## src/rtl/pea_cmd_pkg.sv

```systemverilog
`default_nettype none
// +--------------------------------------------------------------------------+
// | pea_cmd_pkg: opcodes, field positions, error words and FSM encoding.     |
// | Revision: 1.0                                                            |
// +--------------------------------------------------------------------------+
package pea_cmd_pkg;

  localparam logic [2:0] c_op_nop = 3'd0;
  localparam logic [2:0] c_op_evp = 3'd1;
  localparam logic [2:0] c_op_evb = 3'd2;
  localparam logic [2:0] c_op_clr = 3'd3;

  localparam int c_opc_lsb = 0;
  localparam int c_opc_msb = 2;
  localparam int c_a_lsb   = 3;
  localparam int c_a_msb   = 5;
  localparam int c_b_lsb   = 6;
  localparam int c_b_msb   = 10;

  localparam logic [15:0] c_err_prefix  = 16'hEEEE;
  localparam logic [7:0]  c_err_none    = 8'h00;
  localparam logic [7:0]  c_err_illegal = 8'h01;
  localparam logic [7:0]  c_err_b_range = 8'h02;
  localparam logic [7:0]  c_err_timeout = 8'h03;

  typedef enum logic [2:0] {
    ST_IDLE   = 3'd0,
    ST_FETCH  = 3'd1,
    ST_LATCH  = 3'd2,
    ST_ISSUE  = 3'd3,
    ST_WAIT   = 3'd4,
    ST_WR_RES = 3'd5,
    ST_WR_STS = 3'd6,
    ST_WR_ERR = 3'd7
  } state_t;

  typedef enum logic [2:0] {
    CLS_NOP = 3'd0,
    CLS_EVP = 3'd1,
    CLS_EVB = 3'd2,
    CLS_CLR = 3'd3,
    CLS_ERR = 3'd4
  } cls_t;

  function automatic logic [31:0] err_word(input logic [7:0] code, input logic [2:0] opcode);
    return {c_err_prefix, code, 5'b0, opcode};
  endfunction

endpackage
`default_nettype wire

```

## src/rtl/pea_cmd_scheduler_if.sv

```systemverilog
`default_nettype none
// +--------------------------------------------------------------------------+
// | pea_cmd_scheduler_if: FIFO, engine and status signals of the scheduler.  |
// | Revision: 1.0                                                            |
// +--------------------------------------------------------------------------+
interface pea_cmd_scheduler_if #(
  parameter int CW = 11
) ();
  logic [CW-1:0] cmd_count;
  logic [31:0]   cmd_data;
  logic          cmd_rd_en;
  logic [CW-1:0] out_free;
  logic          out_wr_en;
  logic [31:0]   out_data;
  logic          eng_start_evp;
  logic          eng_start_evb;
  logic [2:0]    eng_A;
  logic [4:0]    eng_b;
  logic          eng_done_evp;
  logic          eng_done_evb;
  logic [31:0]   eng_result;
  logic [31:0]   eng_status;
  logic          busy;
  logic [15:0]   op_count;
  logic [7:0]    err_count;

  modport master (
    input  cmd_count, cmd_data, out_free, eng_done_evp, eng_done_evb, eng_result, eng_status,
    output cmd_rd_en, out_wr_en, out_data, eng_start_evp, eng_start_evb, eng_A, eng_b,
           busy, op_count, err_count
  );

  modport slave (
    output cmd_count, cmd_data, out_free, eng_done_evp, eng_done_evb, eng_result, eng_status,
    input  cmd_rd_en, out_wr_en, out_data, eng_start_evp, eng_start_evb, eng_A, eng_b,
           busy, op_count, err_count
  );
endinterface
`default_nettype wire

```

## src/rtl/pea_cmd_decode.sv

```systemverilog
`default_nettype none
// +--------------------------------------------------------------------------+
// | pea_cmd_decode: instruction word -> op class, fields, legality, code.    |
// | Revision: 1.0                                                            |
// +--------------------------------------------------------------------------+
module pea_cmd_decode
  import pea_cmd_pkg::*;
#(
  parameter int MAX_B = 20
) (
  input  logic [c_b_msb:0] instr,
  output cls_t             cls,
  output logic [2:0]       opcode,
  output logic [2:0]       a,
  output logic [4:0]       b,
  output logic             legal,
  output logic [7:0]       err_code
);
  localparam logic [4:0] c_max_b = 5'(MAX_B);

  assign opcode = instr[c_opc_msb:c_opc_lsb];
  assign a      = instr[c_a_msb:c_a_lsb];
  assign b      = instr[c_b_msb:c_b_lsb];
  assign legal  = (cls != CLS_ERR);

  always_comb begin
    cls      = CLS_ERR;
    err_code = c_err_illegal;
    case (opcode)
      c_op_nop: begin cls = CLS_NOP; err_code = c_err_none; end
      c_op_evp: begin cls = CLS_EVP; err_code = c_err_none; end
      c_op_clr: begin cls = CLS_CLR; err_code = c_err_none; end
      c_op_evb: begin
        if (b > c_max_b) begin
          cls      = CLS_ERR;
          err_code = c_err_b_range;
        end else begin
          cls      = CLS_EVB;
          err_code = c_err_none;
        end
      end
      default: ;
    endcase
  end
endmodule
`default_nettype wire

```

## src/rtl/pea_cmd_scheduler.sv

```systemverilog
`default_nettype none
// +--------------------------------------------------------------------------+
// | pea_cmd_scheduler: fetches instructions, runs the EVP/EVB engine and     |
// | pushes result/status (or an error word) to the output FIFO.              |
// | Revision: 1.0                                                            |
// +--------------------------------------------------------------------------+
module pea_cmd_scheduler
  import pea_cmd_pkg::*;
#(
  parameter int FIFO_DEPTH = 1024,
  parameter int MAX_B      = 20,
  parameter int TIMEOUT    = 4096
) (
  input  logic                clk,
  input  logic                rst,
  pea_cmd_scheduler_if.master bus
);
  localparam int CW = $clog2(FIFO_DEPTH) + 1;
  localparam int TW = $clog2(TIMEOUT);
  localparam logic [TW-1:0] c_tmo_last = TW'(TIMEOUT - 1);

  state_t        r_state, w_next;
  cls_t          w_cls;
  logic [2:0]    w_opcode, w_a;
  logic [4:0]    w_b;
  logic          w_legal;
  logic [7:0]    w_err_code;

  logic [2:0]    r_opcode;
  logic [7:0]    r_err_code;
  logic          r_is_evb;
  logic [2:0]    r_eng_a;
  logic [4:0]    r_eng_b;
  logic [31:0]   r_result, r_status;
  logic [TW-1:0] r_tmo;
  logic [15:0]   r_op_count;
  logic [7:0]    r_err_count;

  logic          w_can_fetch, w_done, w_tmo_hit;
  logic          w_cmd_rd_en, w_start_evp, w_start_evb, w_out_wr_en;
  logic [31:0]   w_out_data;

  pea_cmd_decode #(.MAX_B(MAX_B)) u_decode (
    .instr    (bus.cmd_data[c_b_msb:0]),
    .cls      (w_cls),
    .opcode   (w_opcode),
    .a        (w_a),
    .b        (w_b),
    .legal    (w_legal),
    .err_code (w_err_code)
  );

  // Two output slots are reserved up front so no operation stalls mid-flight.
  assign w_can_fetch = (bus.cmd_count != '0) && (bus.out_free[CW-1:1] != '0);
  assign w_done      = r_is_evb ? bus.eng_done_evb : bus.eng_done_evp;
  assign w_tmo_hit   = (r_tmo == c_tmo_last);

  always_ff @(posedge clk) begin
    if (rst) r_state <= ST_IDLE;
    else     r_state <= w_next;
  end

  always_comb begin
    w_next      = r_state;
    w_cmd_rd_en = 1'b0;
    w_start_evp = 1'b0;
    w_start_evb = 1'b0;
    w_out_wr_en = 1'b0;
    w_out_data  = '0;
    case (r_state)
      ST_IDLE:  if (w_can_fetch) w_next = ST_FETCH;
      ST_FETCH: begin w_cmd_rd_en = 1'b1; w_next = ST_LATCH; end
      ST_LATCH: begin
        if (!w_legal)                                   w_next = ST_WR_ERR;
        else if (w_cls == CLS_NOP || w_cls == CLS_CLR)  w_next = ST_IDLE;
        else                                            w_next = ST_ISSUE;
      end
      ST_ISSUE: begin
        w_start_evp = !r_is_evb;
        w_start_evb = r_is_evb;
        w_next      = ST_WAIT;
      end
      ST_WAIT: begin
        if (w_done)         w_next = ST_WR_RES;
        else if (w_tmo_hit) w_next = ST_WR_ERR;
      end
      ST_WR_RES: begin w_out_wr_en = 1'b1; w_out_data = r_result; w_next = ST_WR_STS; end
      ST_WR_STS: begin w_out_wr_en = 1'b1; w_out_data = r_status; w_next = ST_IDLE; end
      ST_WR_ERR: begin
        w_out_wr_en = 1'b1;
        w_out_data  = err_word(r_err_code, r_opcode);
        w_next      = ST_IDLE;
      end
      default: w_next = ST_IDLE;
    endcase
  end

  always_ff @(posedge clk) begin
    if (rst) begin
      r_opcode    <= '0;
      r_err_code  <= '0;
      r_is_evb    <= 1'b0;
      r_eng_a     <= '0;
      r_eng_b     <= '0;
      r_result    <= '0;
      r_status    <= '0;
      r_tmo       <= '0;
      r_op_count  <= '0;
      r_err_count <= '0;
    end else begin
      case (r_state)
        ST_LATCH: begin
          r_opcode   <= w_opcode;
          r_err_code <= w_err_code;
          r_is_evb   <= (w_cls == CLS_EVB);
          r_eng_a    <= w_a;
          r_eng_b    <= w_b;
          if (w_cls == CLS_CLR) begin
            r_op_count  <= '0;
            r_err_count <= '0;
          end else if (w_cls == CLS_NOP) begin
            r_op_count <= r_op_count + 16'd1;
          end
        end
        ST_ISSUE: r_tmo <= '0;
        ST_WAIT: begin
          if (w_done) begin
            r_result <= bus.eng_result;
            r_status <= bus.eng_status;
          end else if (w_tmo_hit) begin
            r_err_code <= c_err_timeout;
          end else begin
            r_tmo <= r_tmo + TW'(1);
          end
        end
        ST_WR_STS: r_op_count <= r_op_count + 16'd1;
        ST_WR_ERR: if (r_err_count != 8'hFF) r_err_count <= r_err_count + 8'd1;
        default: ;
      endcase
    end
  end

  assign bus.cmd_rd_en     = w_cmd_rd_en;
  assign bus.out_wr_en     = w_out_wr_en;
  assign bus.out_data      = w_out_data;
  assign bus.eng_start_evp = w_start_evp;
  assign bus.eng_start_evb = w_start_evb;
  assign bus.eng_A         = r_eng_a;
  assign bus.eng_b         = r_eng_b;
  assign bus.busy          = (r_state != ST_IDLE);
  assign bus.op_count      = r_op_count;
  assign bus.err_count     = r_err_count;
endmodule
`default_nettype wire

```

## src/flat_wrapper.sv

```systemverilog
// flat-port wrapper written by rule: the top's interface ports become plain ports
module pea_cmd_scheduler_flat import pea_cmd_pkg::*;
#(
  parameter int FIFO_DEPTH = 1024,
  parameter int MAX_B      = 20,
  parameter int TIMEOUT    = 4096
)
  (clk, rst, bus_cmd_count, bus_cmd_data, bus_out_free, bus_eng_done_evp, bus_eng_done_evb, bus_eng_result, bus_eng_status, bus_cmd_rd_en, bus_out_wr_en, bus_out_data, bus_eng_start_evp, bus_eng_start_evb, bus_eng_A, bus_eng_b, bus_busy, bus_op_count, bus_err_count);
  pea_cmd_scheduler_if #(.CW((11))) bus_i ();
  input  logic clk;
  input  logic rst;
  input wire logic [$bits(bus_i.cmd_count)-1:0] bus_cmd_count;
  input wire logic [$bits(bus_i.cmd_data)-1:0] bus_cmd_data;
  input wire logic [$bits(bus_i.out_free)-1:0] bus_out_free;
  input wire logic [$bits(bus_i.eng_done_evp)-1:0] bus_eng_done_evp;
  input wire logic [$bits(bus_i.eng_done_evb)-1:0] bus_eng_done_evb;
  input wire logic [$bits(bus_i.eng_result)-1:0] bus_eng_result;
  input wire logic [$bits(bus_i.eng_status)-1:0] bus_eng_status;
  output wire logic [$bits(bus_i.cmd_rd_en)-1:0] bus_cmd_rd_en;
  output wire logic [$bits(bus_i.out_wr_en)-1:0] bus_out_wr_en;
  output wire logic [$bits(bus_i.out_data)-1:0] bus_out_data;
  output wire logic [$bits(bus_i.eng_start_evp)-1:0] bus_eng_start_evp;
  output wire logic [$bits(bus_i.eng_start_evb)-1:0] bus_eng_start_evb;
  output wire logic [$bits(bus_i.eng_A)-1:0] bus_eng_A;
  output wire logic [$bits(bus_i.eng_b)-1:0] bus_eng_b;
  output wire logic [$bits(bus_i.busy)-1:0] bus_busy;
  output wire logic [$bits(bus_i.op_count)-1:0] bus_op_count;
  output wire logic [$bits(bus_i.err_count)-1:0] bus_err_count;
  assign bus_i.cmd_count = bus_cmd_count;
  assign bus_i.cmd_data = bus_cmd_data;
  assign bus_i.out_free = bus_out_free;
  assign bus_i.eng_done_evp = bus_eng_done_evp;
  assign bus_i.eng_done_evb = bus_eng_done_evb;
  assign bus_i.eng_result = bus_eng_result;
  assign bus_i.eng_status = bus_eng_status;
  assign bus_cmd_rd_en = bus_i.cmd_rd_en;
  assign bus_out_wr_en = bus_i.out_wr_en;
  assign bus_out_data = bus_i.out_data;
  assign bus_eng_start_evp = bus_i.eng_start_evp;
  assign bus_eng_start_evb = bus_i.eng_start_evb;
  assign bus_eng_A = bus_i.eng_A;
  assign bus_eng_b = bus_i.eng_b;
  assign bus_busy = bus_i.busy;
  assign bus_op_count = bus_i.op_count;
  assign bus_err_count = bus_i.err_count;
  pea_cmd_scheduler #(.FIFO_DEPTH(FIFO_DEPTH), .MAX_B(MAX_B), .TIMEOUT(TIMEOUT)) u_core (.clk(clk), .rst(rst), .bus(bus_i));
endmodule
```

## config.mk

```make
export PLATFORM = sky130hd
export DESIGN_NAME = pea_cmd_scheduler_flat
export DESIGN_NICKNAME = d
export VERILOG_FILES = /design/src/rtl/pea_cmd_pkg.sv /design/src/rtl/pea_cmd_scheduler_if.sv /design/src/rtl/pea_cmd_decode.sv /design/src/rtl/pea_cmd_scheduler.sv /design/src/flat_wrapper.sv
export SDC_FILE = /design/constraint.sdc
export NUM_CORES = 1
export LEC_CHECK = 0
export ABC_AREA = 1
export CAP_MARGIN = 20
export CORE_MARGIN = 2
export CORE_UTILIZATION = 60
export DETAILED_ROUTE_END_ITERATION = 10
export DONT_BUFFER_PORTS = 1
export PLACE_DENSITY_LB_ADDON = 0.08
export SYNTH_ARGS = -nofsm -noshare
export SYNTH_HDL_FRONTEND = slang
export SYNTH_SLANG_ARGS = --single-unit
```

## constraint.sdc

```tcl
create_clock -name clk -period 2 [get_ports clk]
set_input_delay 0.2 -clock clk [delete_from_list [all_inputs] [get_ports clk]]
set_output_delay 0.2 -clock clk [all_outputs]
set_load 0.02 [all_outputs]
```

# Word-level counts from Yosys, hierarchy flattened
# Cells that the tools add are included.
dict set report word_totals {
  memories 0
  ff_bits 123
  rom_bits 0
  input_bits 122
  latch_bits 0
  ramBits 0
}
dict set report op_classes {
  addsub 3
  n_bitwise 0
  n_mux 28
  n_shift 0
  div_mod_pow 0
  mul 0
  n_lt_le_gt_ge 1
  n_eq_ne 23
  n_reduce_logical 22
}
# op n
set op_table {}
lappend op_table {{32-bit case mux with 3 select lines} 1}
lappend op_table {{16-bit two-way mux} 2}
lappend op_table {{8-bit two-way mux} 4}
lappend op_table {{16-bit case mux with 2 select lines} 1}
lappend op_table {{8-bit case mux with 2 select lines} 2}
lappend op_table {{12-bit two-way mux} 2}
lappend op_table {{12-bit case mux with 2 select lines} 1}
lappend op_table {{3-bit case mux with 7 select lines} 1}
lappend op_table {{3-bit by 2-bit equality test with 1-bit output, second input constant} 6}
lappend op_table {{16-bit by 1-bit adder with 16-bit output, second input constant} 1}
lappend op_table {{3-bit two-way mux} 5}
lappend op_table {{12-bit by 1-bit adder with 12-bit output, second input constant} 1}
lappend op_table {{12-bit equality test, second input constant} 1}
lappend op_table {{3-bit equality test, second input constant} 4}
lappend op_table {{3-bit case mux with 4 select lines} 1}
lappend op_table {{11-bit nonzero test} 1}
lappend op_table {{10-bit nonzero test} 1}
lappend op_table {{3-bit logical NOT} 3}
lappend op_table {{3-bit AND reduction} 3}
lappend op_table {{8-bit by 1-bit adder with 8-bit output, second input constant} 1}
lappend op_table {{2-bit by 1-bit inequality test with 1-bit output, second input constant} 4}
lappend op_table {{8-bit inequality test, second input constant} 1}
lappend op_table {{2-bit nonzero test} 4}
lappend op_table {{3-bit by 1-bit equality test with 1-bit output, second input constant} 2}
lappend op_table {{other kinds (14)} 24}

# Depth between registers and ports, before layout
# Gate-level depths: netlist of run 1.
dict set report logic_depth {
  ltp_word 8
  ltp_mapped 10
}

# By module
# A second synthesis of run 1 with hierarchy kept.
dict set report hier_totals {
  cells_unflattened 896
  area_unflattened_um2 6024.5
}
# mod cells_each area_per_inst_um2 seq_area_each_um2 instances
set modules_own_cells {}
lappend modules_own_cells {pea_cmd_scheduler 859 5789.3 2462.4 1}
lappend modules_own_cells {pea_cmd_decode 37 235.2 0.0 1}

# Worst setup path after synthesis of run 1
# Ideal clock, no wire load.
dict set report synth_path {
  kind {reg2reg}
  from {reg u_core.r_tmo[0]}
  to {reg u_core.r_tmo[1]}
  arrival_time_ns 1.480
  t_required_ns 1.883
  n_path_buf 1
  slack_ns 0.403
  path_stages_with_launch 10
  setup_ns 0.117
  cell_sequence {dfxtp_1 ha_1 inv_1 nor2_1 nand3_1 nand2_1 nand2_2 buf_6 o21ai_0 nor2_1}
}
dict set report synth_between {
  elab_chain_len 4
}
# element line
set synth_lines {}
lappend synth_lines {{from (decl)} pea_cmd_scheduler.sv:35} ;# logic [TW-1:0] r_tmo;
lappend synth_lines {{from (signal assigned)} pea_cmd_scheduler.sv:133} ;# r_tmo <= r_tmo + TW'(1);
lappend synth_lines {{12-bit by 1-bit adder with 12-bit output} pea_cmd_scheduler.sv:133}
lappend synth_lines {{12-bit two-way mux} pea_cmd_scheduler.sv:130} ;# end else if (w_tmo_hit) begin
lappend synth_lines {{12-bit two-way mux} pea_cmd_scheduler.sv:127} ;# if (w_done) begin
lappend synth_lines {{12-bit case mux with 2 select lines} pea_cmd_scheduler.sv:111} ;# case (r_state)
# Several ways; a longest one is shown, not always the timed one. The select of a mux whose other input is x is not followed.
# A chain may end at the register's enable or synchronous reset.

# Worst setup path after layout of run 1
dict set report layout_path {
  from {reg u_core.r_state[0]}
  to {out bus_out_data[25]}
}
dict set report layout_between {
  elab_chain_len 2
}
# element line
set layout_lines {}
lappend layout_lines {{from (decl)} pea_cmd_scheduler.sv:22} ;# state_t r_state, w_next;
lappend layout_lines {{from (signal assigned)} pea_cmd_scheduler.sv:60} ;# else r_state <= w_next;
lappend layout_lines {{3-bit equality test} pea_cmd_scheduler.sv:70} ;# case (r_state)
lappend layout_lines {{32-bit case mux with 3 select lines (*)} pea_cmd_scheduler.sv:70}
lappend layout_lines {{to (decl)} flat_wrapper.sv:21} ;# output wire logic [$bits(bus_i.out_data)-1:0] bus_out_data;
# Every way passes the cells marked *; elsewhere a longest branch is shown, timed or not.

==> metrics.csv, run 1 <==
stage;metric;value;unit
critical_path;max_stage_delay;380;ps
placement;io_buffer_count;0;
floorplanning;die_w;100;um
cts;cts_sinks;117;
synth;avgSynthCellArea;6.75;um^2
detailed_routing;wl_met3;1.61;mm
floorplanning;io_pins;191;
global_route;antenna_found_initial;0;
detailed_routing;drt_wl_total;16.9;mm
cells_and_area;final_nets;1033;
global_route;grt_pass1_wl;26.1;mm
synth;yosysUniqueCellTypes;35;
critical_path;reg2reg_from;u_core.r_state[0];
critical_path;cp-start-kind;flop;
cts;cts_tree;done;
floorplanning;die_area;10000;um^2
cts;clkTransAtPathRegs;60;ps
power;vdd_drop_max;0.000631;V
placement;post-dp-hpwl;9.97;mm
sta;rsz0062_at_grt;true;
power;finalPower;5.59;mW
global_route;gr-total-overflow;0;
critical_path;end_kind;output port;
cts;root_buffer;clkbuf_8;
cells_and_area;layout.cells.non_filler;1032;
power;p_per_area;767;nW/um^2
critical_path;cpLargestDelayFamily;simple AND/OR/NAND/NOR gates;
floorplanning;rows;35;
sta;timing.fmax;502;MHz
synth;ys_top_cells_by_area;dfxtp_1, nor2_1, nand2_1;
detailed_routing;ant_nets;0;
sta;fin_worst_skew;7.48;ps
synth;synthesis.area;5540;um^2
synth;synth_warnings;0;
sta;fin_crit;1990;ps
global_route;grt.total_usage;32.9;%
detailed_routing;drtPass1Iterations;5;
critical_path;slowest_stage;dfxtp_4;
detailed_routing;first_iter_violations;361;
detailed_routing;drc;0;
worst_hold_path;hold_path_depth;6;
sta;slew_violations;0;
cts;insertion_delay;520;ps
sta;fin_crit_sh;99.7;%
synth;synth-seq-cells;117;
run_status;outcome;completed;
critical_path;r2r_cells;7;
detailed_routing;highest-signal-layer;met4;
cells_and_area;final_core_util;79.9;%
detailed_routing;vias;5980;
power;p_leak;2.95;nW
sta;hold_viol;0;
detailed_routing;wl_per_cell;16.4;um
sta;timing.slew.headroom;44.0;%
critical_path;reg2reg_to;u_core.r_result[18];
critical_path;crit_required;1800;ps
critical_path;rrSetupSlack;140;ps
detailed_routing;vias_per_cell;5.79;
critical_path;crit_chain;inv_2, nor2_2, nand2_2, inv_4, buf_12, buf_16, nand2_1, nand3_2;
worst_hold_path;hold_start;bus_out_free[1];
floorplanning;die_h;100;um
critical_path;critPathKind;flop to output port;
sta;setup-tns-final;0;ps
run;cap_violations;0;
synth;yosysTopAreaCellShare;42.3;%
synth;synth-seq-area-share;42.3;%
cells_and_area;syn_to_final_growth;31.4;%
placement;place.gp.congestion;0.940;
cts;clockBufferDepth;2;
synth;syn_inst;821;
cells_and_area;insertedDiodeCount;0;
sta;worst_pin_slew;837;ps
critical_path;crit_buf_inv;4;
floorplanning;initial_core_util;60.8;%
cells_and_area;drive_above_1_share;13.7;%
placement;place_inst;919;
global_route;grt_max_degree;50;
global_route;grt_pass1_vias;5586;
sta;setup_viol;0;
cts;h-tree-depth;4;
detailed_routing;route.met2.wl;8.41;mm
detailed_routing;drt-met1-wl;6.51;mm
cts;numCtsBuffers;17;
critical_path;crit_fanout;16;
worst_hold_path;holdCritPathClass;input pin to flop;
synth;synth_top_cell_by_area;dfxtp_1;
floorplanning;design.core.area;9110;um^2
worst_hold_path;whs_endpoint;u_core.r_state[0];
synth;synth_nets;946;
critical_path;critPathArrivalTime;1790;ps
final cells by class:
class	count	area (um^2)
Tap cell	111	139
Inverter	57	226
Clock buffer	18	428
Multi-Input combinational cell	608	2940
Fill cell	617	1830
Sequential cell	117	2350
Clock inverter	14	116
Timing Repair Buffer	107	1080
where the power goes:
group / switching [mW] / internal [mW]
Combinational: 0.213 / 0.181
Clock: 1.21 / 1.59
Sequential: 0.0374 / 2.36
cells by family (layout without fill, tap and decap cells):
kind of cell	after synthesis	after routing	share of synthesized area, %
adder cells (fa/ha/maj)	3	3	0.678
AND/OR/NAND/NOR	453	453	34.3
flip-flops	117	117	42.3
buffers and inverters	96	196	7.05
XOR/XNOR	2	2	0.316
AO/OA/AOI/OAI	150	150	15.4
worst max-delay path by stage:
stage | slack [ps] | from | end | cells after the start
floorplan | 400 | u_core.r_tmo[0] | u_core.r_tmo[1] | 9
detailed placement | 150 | u_core.r_tmo[0] | u_core.r_tmo[11] | 10
global placement | 210 | u_core.r_tmo[0] | u_core.r_tmo[10] | 10
finish | 6 | u_core.r_state[0] | bus_out_data[25] | 8
CTS | 20 | u_core.r_state[1] | bus_out_data[0] | 4
global route | -40 | u_core.r_state[0] | u_core.r_result[1] | 7
flip-flops by register name, summed over array words and instances, names as in the netlist, 5 cells and up:
| name | cells |
|---|---|
| u_core.bus.op_count | 16 |
| u_core.r_result | 32 |
| u_core.bus.eng_b | 5 |
| u_core.r_tmo | 12 |
| u_core.r_status | 32 |
| u_core.bus.err_count | 8 |
worst reg2reg max path: stages (launching register included):
cell and delay [ps]:
dfxtp_4 360, nor2_2 160, nand2_2 110, inv_2 140
nand2_2 210, buf_4 330, o21ai_0 350, nor2_1 80
layout by cell type, fill, tap and decap left out, drive strengths merged, types with 6 or more instances in the layout:
master / n
dlygate4sd3: 76
o21ai: 93
clkinv: 6
nand4: 7
nand3: 57
dfxtp: 117
inv: 64
nand2: 137
a21oi: 35
nor2: 233
a32o: 15
nor3: 12
buf: 31
clkbuf: 18
synthesized netlist by cell type:
library cell and n:
a21boi_1 1, dfxtp_1 117, nor3b_1 3, nand3_1 56
a21oi_2 1, o21ai_2 1, nand2_4 1, nor3_1 12
clkbuf_1 17, ha_1 3, nor2_2 1, nor2_1 227
nand3_2 1, buf_4 1, nand3b_1 1, nor2_4 4
o21ai_1 1, xnor2_1 2, a21oi_1 34, buf_1 5
a21boi_0 1, inv_2 6, or2_2 3, nor2_8 1
a32o_1 15, o21ai_0 91, o211ai_1 2, clkbuf_2 6
a22oi_1 3, nand2_1 131, nand2_2 5, buf_6 1
buf_2 9, nand4_1 7, inv_1 51
per-stage QoR:
stage | worst slack, ps | area [um^2] | hold WS [ps]
2_1_floorplan | 403 | 5540 | 335
3_3_place_gp | 211 | 5750 | 273
3_5_place_dp | 149 | 5750 | 277
4_1_cts | 15.1 | 7200 | 63.7
5_1_grt | -37.5 | 7280 | 87.2
6_report | 6.18 | 7280 | 55.9
timing repair:
action,CTS,global route
setup buffers,4,0
hold buffers,76,0
resized for setup,25,25
hold endpoints to repair,102,0
pin swaps,4,3
cloned,1,0
setup endpoints to repair,34,41
routing by layer:
| metal | global-route usage (%) | up-vias |
|---|---|---|
| met3 | 10.7 | 40 |
| met2 | 56.2 | 324 |
| li1 | - | 2860 |
| met1 | 38.0 | 2756 |
| met4 | 13.8 | 0 |
| met5 | 0 | - |
Power figures use the tool's default switching activity.
==> inputs of run 2 (changes only) <==
--- a/config.mk
+++ b/config.mk
@@ -11,6 +11,7 @@
 export CORE_UTILIZATION = 60
 export DETAILED_ROUTE_END_ITERATION = 10
 export DONT_BUFFER_PORTS = 1
+export MAX_ROUTING_LAYER = met4
 export PLACE_DENSITY_LB_ADDON = 0.08
 export SYNTH_ARGS = -nofsm -noshare
 export SYNTH_HDL_FRONTEND = slang
==> metrics.csv, run 2 (same netlist as run 1, synthesis figures left out) <==
stage;metric;value;unit;change
sta;hold_viol;0;;unchanged
critical_path;reg2reg_to;u_core.bus.op_count[13];;
power;p_leak;2.96;nW;+0.12%
sta;setup_viol;0;;unchanged
critical_path;crit_required;1800;ps;about the same
global_route;antenna_found_initial;0;;unchanged
floorplanning;initial_core_util;60.8;%;unchanged
cts;h-tree-depth;4;;unchanged
detailed_routing;vias;5975;;-0.084%
cells_and_area;insertedDiodeCount;0;;unchanged
global_route;gr-total-overflow;0;;unchanged
global_route;grt_max_degree;65;;+30%
cts;numCtsBuffers;17;;unchanged
placement;post-dp-hpwl;10.0;mm;+0.63%
placement;place.gp.congestion;0.959;;+2.0%
run;cap_violations;0;;unchanged
floorplanning;die_h;100;um;unchanged
cts;root_buffer;clkbuf_8;;
sta;timing.slew.headroom;41.7;%;-2.3 points
sta;rsz0062_at_grt;true;;
global_route;grt_pass1_wl;26.9;mm;+3.2%
detailed_routing;ant_nets;0;;unchanged
global_route;grt_pass1_vias;5690;;+1.9%
cts;clockBufferDepth;2;;unchanged
critical_path;crit_buf_inv;2;;-2
floorplanning;io_pins;191;;unchanged
detailed_routing;first_iter_violations;404;;+12%
global_route;grt.total_usage;34.8;%;+1.9 points
critical_path;reg2reg_from;u_core.r_state[0];;
detailed_routing;wl_per_cell;16.8;um;+2.6%
critical_path;cp-start-kind;flop;;
cells_and_area;layout.cells.non_filler;1039;;+0.68%
run_status;outcome;completed;;
detailed_routing;drc;0;;unchanged
detailed_routing;drt_wl_total;17.5;mm;+3.3%
cells_and_area;final_nets;1040;;+0.68%
power;p_per_area;775;nW/um^2;+0.95%
critical_path;max_stage_delay;360;ps;-20 ps
worst_hold_path;holdCritPathClass;input pin to flop;;
power;vdd_drop_max;0.000679;V;+7.6%
critical_path;crit_fanout;16;;unchanged
cts;cts_sinks;117;;unchanged
critical_path;rrSetupSlack;110;ps;-30 ps
detailed_routing;drtPass1Iterations;5;;unchanged
critical_path;critPathKind;flop to output port;;
critical_path;crit_chain;buf_6, nor2_4, clkbuf_16, nand3_1, nand2_2;;
detailed_routing;vias_per_cell;5.75;;-0.76%
floorplanning;rows;35;;unchanged
worst_hold_path;hold_start;bus_cmd_data[10];;
sta;fin_worst_skew;8.02;ps;+0.541 ps
floorplanning;die_area;10000;um^2;unchanged
worst_hold_path;whs_endpoint;u_core.r_is_evb;;
worst_hold_path;hold_path_depth;4;;-2
sta;fin_crit_sh;98.3;%;-1.4 points
cells_and_area;syn_to_final_growth;33.3;%;
cts;clkTransAtPathRegs;60;ps;about the same
sta;slew_violations;0;;unchanged
sta;fin_crit;1970;ps;-27.9 ps
sta;timing.fmax;509;MHz;+1.4%
critical_path;critPathArrivalTime;1770;ps;-20 ps
cts;insertion_delay;530;ps;about the same
floorplanning;die_w;100;um;unchanged
sta;worst_pin_slew;872;ps;+35.0 ps
critical_path;end_kind;output port;;
placement;place_inst;921;;+0.22%
floorplanning;design.core.area;9110;um^2;unchanged
sta;setup-tns-final;0;ps;unchanged
critical_path;slowest_stage;dfxtp_4;;
cts;cts_tree;done;;
critical_path;cpLargestDelayFamily;simple AND/OR/NAND/NOR gates;;
critical_path;r2r_cells;9;;+2
cells_and_area;drive_above_1_share;13.3;%;-0.43 points
placement;io_buffer_count;0;;unchanged
cells_and_area;final_common_cell;nor2_1;;
cells_and_area;mostFrequentLayoutCells;nor2_1, nand2_1, dfxtp_1;;
[run 2: cell types whose count changed in the layout (fill, tap and decap cells not counted), moves of 3 or more]
cell / before / now
a32o_2: 11 / 6
nor2_2: 4 / 1
a32o_1: 4 / 9
clkinv_4: 4 / 1
nand3_4: 4 / 1
clkbuf_16: 16 / 20
[run 2: stage by stage]
stage	power [mW]	worst slack, ps	utilization [%]	hold slack, ps	cell area [um^2]
2_1_floorplan	2.63	403	-	335	5540
3_3_place_gp	2.68	253	63.3	272	5760
3_5_place_dp	2.69	210	63.3	276	5760
4_1_cts	5.68	16.2	79.1	28.4	7210
5_1_grt	5.87	-16.0	81.0	44.7	7380
6_report	5.72	34.1	81.0	34.6	7380
[run 2: final cells by class]
| class | count | area [um^2] |
|---|---|---|
| fillers | 572 | 1730 |
| flip-flops and latches | 117 | 2350 |
| clock buffers | 18 | 418 |
| well taps | 111 | 139 |
| clock inverters | 14 | 141 |
| inverters | 57 | 226 |
| multi-input cells | 608 | 2900 |
| repair buffers | 114 | 1200 |
[run 2: worst reg2reg max path, cell delays in order, from the launching register on]
cell and delay, ps:
dfxtp_4 360, buf_6 120, nor2_4 230, buf_4 220, nand2_1 100, nand2_1 170
inv_1 80, nor2_1 270, o21ai_0 150, a21oi_1 130
[run 2: what timing repair did]
| action | in CTS | in global routing |
|---|---|---|
| endpoints found under the setup margin | 34 | 36 |
| hold buffers | 76 | 0 |
| resized for setup | 26 | 17 |
| cloned | 1 | 4 |
| hold endpoints to repair | 104 | 0 |
| pin swaps | 4 | 6 |
| setup buffers | 2 | 3 |
[run 2: how the worst max path moves through the flow]
stage,start,to,slack (ps),cells past startpoint
after CTS,u_core.r_state[2],bus_out_data[3],20,5
after detailed placement,u_core.r_state[2],u_core.bus.op_count[13],210,7
after global placement,u_core.r_state[2],u_core.bus.op_count[13],250,7
after floorplan,u_core.r_tmo[0],u_core.r_tmo[1],400,9
after global routing,u_core.r_state[0],bus_out_data[8],-20,5
final,u_core.r_state[0],bus_out_data[8],30,5
[run 2: where the power goes]
part / switching [mW] / internal (mW) / total (mW)
Clock: 1.22 / 1.69 / 2.90
Sequential: 0.0372 / 2.36 / 2.40
Combinational: 0.222 / 0.197 / 0.419
Total: 1.48 / 4.24 / 5.72
[run 2: per-layer routing]
layer | vias up | global-route usage, % | wire, um
li1 | 2871 | - | -
met1 | 2728 | 41.0 | 6860
met2 | 322 | 56.6 | 8540
met3 | 54 | 8.36 | 1490
met4 | 0 | 15.7 | 575
met5 | - | - | 0
